<file path="src/rtl/fetch_sequencer.sv">
// Fetch sequencer: owns the architectural PC and issues one instruction fetch at a time.
// Optional feature macro: PC_MISALIGN_CHECK_EN (misaligned redirects trap to TRAP_VEC).
module fetch_sequencer #(
    parameter logic [31:0] RESET_PC = 32'h0000_0000,
    parameter logic [31:0] TRAP_VEC = 32'h0000_0100
) (
    input  logic        clk,
    input  logic        rst,
    input  logic        redirect_valid,
    input  logic [31:0] redirect_target,
    output logic        imem_req_valid,
    input  logic        imem_req_ready,
    output logic [31:0] imem_req_addr,
    input  logic        imem_resp_valid,
    input  logic [31:0] imem_resp_data,
    output logic        if_valid,
    output logic [31:0] if_pc,
    output logic [31:0] if_instr,
    input  logic        if_ready,
    output logic        misalign_trap
);

    // Handshakes: a transfer happens on a rising edge where valid && ready; a producer
    // holds valid and payload stable until the transfer (a redirect may replace the
    // request address). Responses carry no ready and arrive once per accepted request.
    typedef enum logic [1:0] {IDLE, REQ, WAIT, HOLD} state_t;

    state_t      state_q, state_d;
    logic [31:0] pc_q, pc_d;
    logic        squash_q, squash_d;
    logic        buf_valid_q, buf_valid_d;
    logic [31:0] buf_pc_q, buf_pc_d;
    logic [31:0] buf_instr_q, buf_instr_d;
    logic        trap_q, trap_d;

    logic        redirect_en;
    logic        misaligned;
    logic [31:0] redirect_pc;
    logic        fire;

    assign redirect_en = redirect_valid && (state_q != IDLE);
    assign fire        = buf_valid_q && if_ready;

`ifdef PC_MISALIGN_CHECK_EN
    assign misaligned = (redirect_target[1:0] != 2'b00);
`else
    assign misaligned = 1'b0;
`endif
    assign redirect_pc = misaligned ? TRAP_VEC : redirect_target;

    always_comb begin
        state_d     = state_q;
        pc_d        = pc_q;
        squash_d    = squash_q;
        buf_valid_d = buf_valid_q;
        buf_pc_d    = buf_pc_q;
        buf_instr_d = buf_instr_q;
        trap_d      = 1'b0;

        case (state_q)
            IDLE: state_d = REQ;
            REQ: begin
                if (imem_req_ready) begin
                    state_d = WAIT;
                    // Accepted address is now stale; its response must be dropped.
                    if (redirect_en) squash_d = 1'b1;
                end
            end
            WAIT: begin
                if (imem_resp_valid) begin
                    state_d = REQ;
                    if (squash_q || redirect_en) begin
                        squash_d = 1'b0;
                    end else begin
                        buf_valid_d = 1'b1;
                        buf_pc_d    = pc_q;
                        buf_instr_d = imem_resp_data;
                        pc_d        = pc_q + 32'd4;
                        state_d     = HOLD;
                    end
                end else if (redirect_en) begin
                    squash_d = 1'b1;
                end
            end
            HOLD: begin
                if (fire) begin
                    buf_valid_d = 1'b0;
                    state_d     = REQ;
                end
            end
            default: state_d = IDLE;
        endcase

        // Redirect overrides sequential PC update and flushes the skid buffer.
        if (redirect_en) begin
            pc_d        = redirect_pc;
            buf_valid_d = 1'b0;
            trap_d      = misaligned;
            if (state_q == HOLD) state_d = REQ;
        end
    end

    always_ff @(posedge clk or posedge rst) begin
        if (rst) begin
            state_q     <= IDLE;
            pc_q        <= RESET_PC;
            squash_q    <= 1'b0;
            buf_valid_q <= 1'b0;
            buf_pc_q    <= 32'd0;
            buf_instr_q <= 32'd0;
            trap_q      <= 1'b0;
        end else begin
            state_q     <= state_d;
            pc_q        <= pc_d;
            squash_q    <= squash_d;
            buf_valid_q <= buf_valid_d;
            buf_pc_q    <= buf_pc_d;
            buf_instr_q <= buf_instr_d;
            trap_q      <= trap_d;
        end
    end

    assign imem_req_valid = (state_q == REQ);
    assign imem_req_addr  = pc_q;
    assign if_valid       = buf_valid_q;
    assign if_pc          = buf_pc_q;
    assign if_instr       = buf_instr_q;
    assign misalign_trap  = trap_q;

endmodule

</file>
<file path="config.mk">
export PLATFORM = sky130hd
export DESIGN_NAME = fetch_sequencer
export DESIGN_NICKNAME = d
export VERILOG_FILES = /design/src/rtl/fetch_sequencer.sv
export SDC_FILE = /design/constraint.sdc
export NUM_CORES = 1
export LEC_CHECK = 0
export BUFFER_PORTS_ARGS = -buffer_cell sky130_fd_sc_hd__buf_4
export CAP_MARGIN = 15
export CORE_MARGIN = 8
export CORE_UTILIZATION = 47
export CTS_BUF_LIST = sky130_fd_sc_hd__clkbuf_2 sky130_fd_sc_hd__clkbuf_4 sky130_fd_sc_hd__clkbuf_8
export DETAILED_ROUTE_END_ITERATION = 16
export PLACE_DENSITY_LB_ADDON = 0.12
export SLEW_MARGIN = 20
export SYNTH_ARGS = -nofsm -noshare
export SYNTH_HDL_FRONTEND = slang
export SYNTH_SLANG_ARGS = --single-unit
export TNS_END_PERCENT = 100
</file>
<file path="constraint.sdc">
create_clock -name clk -period 2.5 [get_ports clk]
set_clock_uncertainty 0.05 [all_clocks]
set_input_delay 0 -clock clk [delete_from_list [all_inputs] [get_ports clk]]
set_output_delay 0 -clock clk [all_outputs]
set_load 0.01 [all_outputs]
</file>
# After elaboration in Yosys (flattened, before gate mapping)
# Index checks and enable logic that the tools add are counted.
# totals
reg_bits	100
# classes
mux	21
addsub	1
n_reduce_logical	13
n_eq_ne	9
bitwise_logic	1
# op_table
cell	n
32-bit 2-to-1 mux	4
32-bit by 3-bit adder with 32-bit output, second input constant	1
2-bit 2-to-1 mux	6
3-bit != test, second input constant	4
3-bit AND reduction	3
1-bit 2-to-1 mux	8
2-bit one-hot mux with 4 select lines	1
2-bit nonzero test	4
2-bit equality test, second input constant	2
1-bit one-hot mux with 2 select lines	2
4-bit AND reduction	1
3-bit nonzero test	1
2-bit by 1-bit equality test with 1-bit output, second input constant	1
1-bit logical AND	2
2-bit zero test	1
2-bit by 1-bit != test with 1-bit output, second input constant	1
2-bit != test, second input constant	1
1-bit logical OR	1
1-bit inverter	1

# Logic depth before layout (Yosys ltp)
# Gate-level depths: netlist of the first run.
# logic_depth
word_depth	8
depth_mapped	9
ltp_nobuf	6

# Worst setup path after synthesis of the first run
# Ideal clock, no wire load.
# synth_timing
path_kind	reg-to-reg
from	register state_q[0]
to	register pc_q[28], in the netlist imem_req_addr[28]
slack_ns	0.550
period_less_slack_ns	1.950
stages_incl_launch_ff	9
arrival_ns	1.801
required_ns	2.351
path_cell_list	dfrtp_1 -> inv_1 -> ha_1 -> nand2b_1 -> buf_2 -> a21oi_1 -> clkbuf_1 -> o21ai_0 -> a311oi_1
# synth_between
elab_chain_cells	5
elab_cells_between_ends	9
classes_between	2 x eq/ne; 1 x mux; 6 x reduce/logical
# synth_lines
element	line_no	text
from (decl)	28	state_t state_q, state_d;
from (signal assigned)	113	state_q <= state_d;
2-bit nonzero test	41	assign redirect_en = redirect_valid && (state_q != IDLE);
1-bit logical AND	41	
1-bit logical OR	72	if (squash_q || redirect_en) begin
2-bit != test (no source line)	--	
3-bit AND reduction (no source line)	--	
to (signal assigned)	114	pc_q <= pc_d;
to (decl)	29	logic [31:0] pc_q, pc_d;
# Several ways; a longest one is shown, not always the timed one.
# A chain may end at the register's enable or synchronous reset.

# Worst setup path in the final report of the first run
# layout_timing
from	register state_q[0]
to	register buf_pc_q[6], in the netlist if_pc[6]
# layout_between
elab_chain_cells	5
elab_cells_between_ends	6
classes_between	1 x eq/ne; 1 x bitwise; 4 x reduce/logical
# layout_lines
element	line_no	text
2-bit nonzero test	41	
1-bit logical AND	41	
1-bit logical OR	72	
1-bit inverter (no source line)	--	
3-bit AND reduction (no source line) *	--	
to (signal assigned)	117	buf_pc_q <= buf_pc_d;
to (decl)	32	logic [31:0] buf_pc_q, buf_pc_d;
# Every way passes the cells marked *; elsewhere a longest branch is shown, timed or not.

==> impl_metrics.toml, run 1 <==
[outcome]
status = "finished, final reports clean"

[drt]
postRouteAntennaNets = 0
drt_iter0_drc = 263
route.detailed.wl_per_inst_um = 18.2
drt_first_pass_iters = 4
drt-total-wl_mm = 14.5
drc_errors = 0
via_per_inst = 5.49
num_vias = 4375

[placed_design]
dp_slack_ps = 280
io_buffers = 167
place_congestion = 0.791
hpwl_mm = 10.1

[setup_path]
worst-r2r-cell-count = 6
cp-start-kind = "flop"
crit_arrival_ps = 2450
required_ps = 2720
ff2ff_setup_slack_ps = 260
crit_fanout = 45
critPathCaptureType = "flop"
reg2reg_from = "state_q[0]"
r2r-end = "if_pc[6]"
crit_type = "flop to flop"

[clock_tree]
clkTransAtPathRegs_ps = 110
cts_sinks = 100
clk-insertion-delay-late_ps = 370
cts.path.max_buffers = 2
h-tree-depth = 3
numCtsBuffers = 9
post_cts_buffers = 0
cts_root_buf = "clkbuf_8"
cts_tree = "yes"

[layout]
nets = 733
drive_gt1_frac = 0.421
fillers = 769
antenna_cells = 0
post-route-util = 0.686
area_growth_pct = 42.2

[power_and_ir_drop]
swShare = 0.390
p_clk_frac = 0.145
leakagePower_nw = 3.34
p_switching_mw = 2.63
ir_drop_mv = 0.606
seq_power_share = 0.417
power_density_mw_per_mm2 = 951
finalPower_mw = 6.73
p_int_mw = 4.11
p_comb_frac = 0.438

[synthesis]
ys.flop_type = "dfrtp_1"
ys_seq_area_frac = 0.502
synth_most_common_cell = "dfrtp_1"
ys_seq_elements = 100
synth_commonest_cells = "100 x dfrtp_1, 64 x mux2_2, 32 x a21oi_1"
synth_cells = 442
syn_area_per_cell_sq_um = 11.3
yosys.area.top_type = "dfrtp_1"
yosysTopAreaCellShare = 0.502
synth_nets = 518
ys.warnings.count = 0
synth_cell_types = 54
synth_edf_count = 0
syn-cell-area_sq_mm = 0.00498
synthArstFlopShare = 1.00
synth.area.top_cells = "dfrtp_1 50%, mux2_2 14%, a21oi_1 3.2%"

[sta]
fin_crit_sh = 0.896
finalSetupTns_ps = 0
maxSlewViolCount = 0
fin_crit_ps = 2240
worst_slew_pin_slew_ps = 658
finalWorstSetupSlack_ps = 261
maxSlewHeadroom = 0.560
setup_viol = 0
rsz0062_at_grt = "false"
max_freq_mhz = 447
hold_viol = 0

[job]
max_cap_viol_count = 0

[floorplan]
die_w_um = 119
start_util = 0.482
ios = 169
core_area_sq_mm = 0.0103
rows = 37
die-area_sq_mm = 0.0141
die_height_um = 119

[global_route]
grt_first_pass_wirelength_mm = 23.7
grt_max_degree = 101
overflow = 0
gr-usage-all-layers = 0.203
antenna_found_initial = 0
grt_pass1_vias = 4537

[hold_path]
hold_depth = 3
hold_path_startpoint = "redirect_target[21]"
hold_path.class = "primary input to flop"
hold_end = "imem_req_addr[21]"
-- sequential cells by signal (all words and copies together), names as in the netlist --
signal,count
if_instr,32
if_valid,1
if_pc,32
imem_req_addr,32
squash_q,1
state_q,2
-- worst max-delay path by stage --
stage,slack [ps],cells past startpoint,end,start
2_1_floorplan,550,8,imem_req_addr[28],state_q[0]
3_3_place_gp,330,6,if_pc[7],state_q[0]
3_5_place_dp,280,6,if_pc[6],state_q[0]
4_1_cts,270,7,squash_q,state_q[0]
5_1_grt,50,6,imem_req_addr[21],state_q[1]
6_report,260,6,if_pc[6],state_q[0]
-- layout make-up --
class,count,area [sq um],share of cell area
sequential,100,2500,0.353
clock inverter,6,57.6,0.00813
inverter,6,26.3,0.00371
clock buffer,9,124,0.0175
multi-input combinational,300,2240,0.317
tap,136,170,0.0240
timing repair buffer,240,1960,0.277
-- layer usage --
| layer | part of all wire | wire length [um] | track usage | up-vias |
|---|---|---|---|---|
| met4 | 0.018 | 262 | 0.0672 | 0 |
| met1 | 0.44 | 6410 | 0.265 | 2118 |
| met2 | 0.48 | 6930 | 0.324 | 159 |
| li1 | - | - | - | 2078 |
| met5 | 0 | 0 | 0 | - |
| met3 | 0.064 | 931 | 0.0501 | 20 |
-- kinds of logic after synthesis --
| logic type | after synthesis | synth area share |
|---|---|---|
| and+or+nand+nor | 132 | 0.157 |
| DFF | 100 | 0.502 |
| AOI/OAI and AO/OA | 93 | 0.123 |
| muxes | 68 | 0.153 |
| buffers and inverters | 42 | 0.0492 |
| adders and majority gates | 6 | 0.0151 |
| other | 1 | 0.000753 |
-- power groups by stage --
| stage | clock, mW | combinational, mW | sequential [mW] |
|---|---|---|---|
| final | 0.975 | 2.95 | 2.81 |
| after global routing | 1.07 | 3.22 | 2.90 |
| after CTS | 1.00 | 2.98 | 2.80 |
| after detailed placement | 0 | 2.89 | 2.83 |
| after global placement | 0 | 2.83 | 2.79 |
| after floorplan | 0 | 1.43 | 2.90 |
-- timing repair --
item / 4_1_cts / 5_1_grt
hold buffers: 58 / 0
gates resized for setup: 0 / 0
hold endpoints to repair: 157 / 0
-- critical path, cell delays in order (launching register included) --
cell,delay (ps)
dfrtp_1,460
inv_1,110
ha_1,230
inv_1,70
or3_2,480
buf_4,330
mux2_1,380
-- cells in the final DEF (no fill, tap or decap), drive strengths merged, types with 6 or more instances in the layout --
cell         instances
buf                182
dfrtp              100
mux2                66
dlygate4sd3         58
a21oi               32
nand2               26
nand3               24
nand4               17
nor2                16
o21ai               15
nor4                11
clkbuf               9
nor3b                8
or3                  8
inv                  7
o22ai                6
ha                   6
nand2b               6
and3                 6
-- stage by stage --
stage	instance area (sq um)	hold WS, ps	std cells
after floorplan	4980	54.1	442
after global placement	6320	155	724
after detailed placement	6320	155	724
after CTS	7080	2.53	797
after global routing	7080	24.3	797
final	7080	19.4	797
(Power assumes the default switching activity.)
==> run 2, diff against run 1 <==
Settings changed: CORE_ASPECT_RATIO from default to 0.7, PLACE_DENSITY from default to 0.78, PLACE_DENSITY_LB_ADDON 0.12 to default.
==> run 2 against run 1 <==
Net effect: register-to-register slack hardly changed; combinational power is 3% higher; sequential share of layout area is 0.41 points lower; routed wire length is 4.7% higher; worst setup slack better by 0.63 ps; maximum frequency hardly changed; via count is 4.1% higher; cell area is 1.2% higher; critical path type unchanged; critical endpoint is now squash_q; largest cell class unchanged.
==> impl_metrics.toml, run 2 (synthesis gave the netlist of run 1 again) <==
[outcome]
status = "finished, final reports clean"

[layout]
fillers = 750
nets = 737
multi_input_area_sq_mm = 0.00224
area_growth_pct = 43.9
final_common_cell = "buf_4"
drive_gt1_frac = 0.419
final_cells = 798
final_cell_mix = "180 x buf_4, 100 x dfrtp_1, 64 x mux2_2"
post-route-util = 0.695
antenna_cells = 0
seq_area_sq_mm = 0.00250

[clock_tree]
clkTransAtPathRegs_ps = 90
cts_sinks = 100
h-tree-depth = 3
clk-insertion-delay-late_ps = 360
cts_root_buf = "clkbuf_8"
cts.path.max_buffers = 2
numCtsBuffers = 9
cts_tree = "yes"

[global_route]
overflow = 0
grt_first_pass_wirelength_mm = 24.8
grt_max_degree = 63
grtUsageMet3 = 0.0630
grt_util_met1 = 0.266
use_met2 = 0.372
grt-busiest-layer = "met2"
gr-usage-all-layers = 0.218
antenna_found_initial = 0
grt_pass1_vias = 4671

[power_and_ir_drop]
leakagePower_nw = 3.38
p_comb_frac = 0.436
p_int_mw = 4.30
swShare = 0.381
power_density_mw_per_mm2 = 969
p_clk_frac = 0.158
ir_drop_mv = 0.506
seq_power_share = 0.406
p_switching_mw = 2.64

[setup_path]
cp-start-kind = "flop"
required_ps = 2750
crit_arrival_ps = 2490
worst-r2r-cell-count = 7
crit_fanout = 29
cp_num_cells = 7
critPathCaptureType = "flop"
cp_slowest_cell = "dlygate4sd3_1"
cp_slowest_stage_delay_ps = 560
cpLargestDelayFamily = "buffers and inverters"
reg2reg_from = "state_q[0]"
startpoint = "state_q[0]"
critPathBufInv = 3
crit_type = "flop to flop"
path_cells = "inv_1, ha_1, nor2b_2, buf_4, a31oi_1, a41oi_1, dlygate4sd3_1"

[placed_design]
io_buffers = 167
dp_slack_ps = 353
place_inst = 720
place_congestion = 0.889
hpwl_mm = 10.5

[sta]
max_freq_mhz = 447
rsz0062_at_grt = "false"
finalSetupTns_ps = 0
maxSlewViolCount = 0
holdWs_ps = 28.8
maxSlewHeadroom = 0.598
fin_crit_sh = 0.895
worst_slew_pin_slew_ps = 598
fin_crit_ps = 2240
finalWorstSetupSlack_ps = 262
hold_viol = 0
setup_viol = 0

[hold_path]
hold_path.class = "primary input to flop"
hold_depth = 4
hold_path_startpoint = "redirect_target[27]"

[floorplan]
die-area_sq_mm = 0.0142
ios = 169
start_util = 0.483
core_area_sq_mm = 0.0103
rows = 31
die_w_um = 139
die_height_um = 102

[drt]
route.detailed.wl_per_inst_um = 19.1
drt_iter0_drc = 341
drt_first_pass_iters = 5
num_vias = 4553
drt-total-wl_mm = 15.2
drc_errors = 0
postRouteAntennaNets = 0
via_per_inst = 5.71

[job]
max_cap_viol_count = 0
## run 2: power groups by stage
stage | Clock, mW | Sequential (mW) | Combinational [mW]
floorplan | 0 | 2.90 | 1.43
global placement | 0 | 2.76 | 2.87
detailed placement | 0 | 2.82 | 2.93
CTS | 1.13 | 2.79 | 3.03
global route | 1.20 | 2.92 | 3.29
finish | 1.10 | 2.82 | 3.03
## run 2: what timing repair did
action                                  4_1_cts  5_1_grt
resized for setup                             0        0
setup buffers                                 0        0
hold buffers                                 62        0
endpoints found under the setup margin        0        0
hold endpoints to repair                    160        0
## run 2: stage by stage
stage	cell area (sq um)	total power [mW]
after floorplan	4980	4.33
after global placement	6330	5.63
after detailed placement	6330	5.75
after CTS	7170	6.96
after global routing	7170	7.40
final	7170	6.95
## run 2: area by class of cell
| cell class | instances | area share |
|---|---|---|
| inverters | 6 | 0.00367 |
| multi-input cells | 300 | 0.313 |
| clock inverters | 3 | 0.00611 |
| well taps | 132 | 0.0230 |
| flip-flops and latches | 100 | 0.349 |
| clock buffers | 13 | 0.0241 |
| repair buffers | 244 | 0.281 |
## run 2: final timing paths
check / slack, ps / endpoint
min in group asynchronous: 100 / if_instr[0]
max in group asynchronous: 1680 / if_pc[14]
worst max-delay path: 260 / squash_q
worst min register to register: 450 / if_pc[7]
worst max register to register: 260 / squash_q
worst min-delay path: 30 / imem_req_addr[27]
## run 2: tightest hold or removal path: stages
cell,delay [ps]
buf_4,80
or3_1,90
o21ai_0,70
a211oi_1,160
## run 2: layer usage
| layer | part of all wire | vias to the layer above |
|---|---|---|
| met1 | 0.41 | 2241 |
| met2 | 0.49 | 209 |
| met5 | 0 | - |
| li1 | - | 2085 |
| met4 | 0.015 | 0 |
| met3 | 0.079 | 18 |
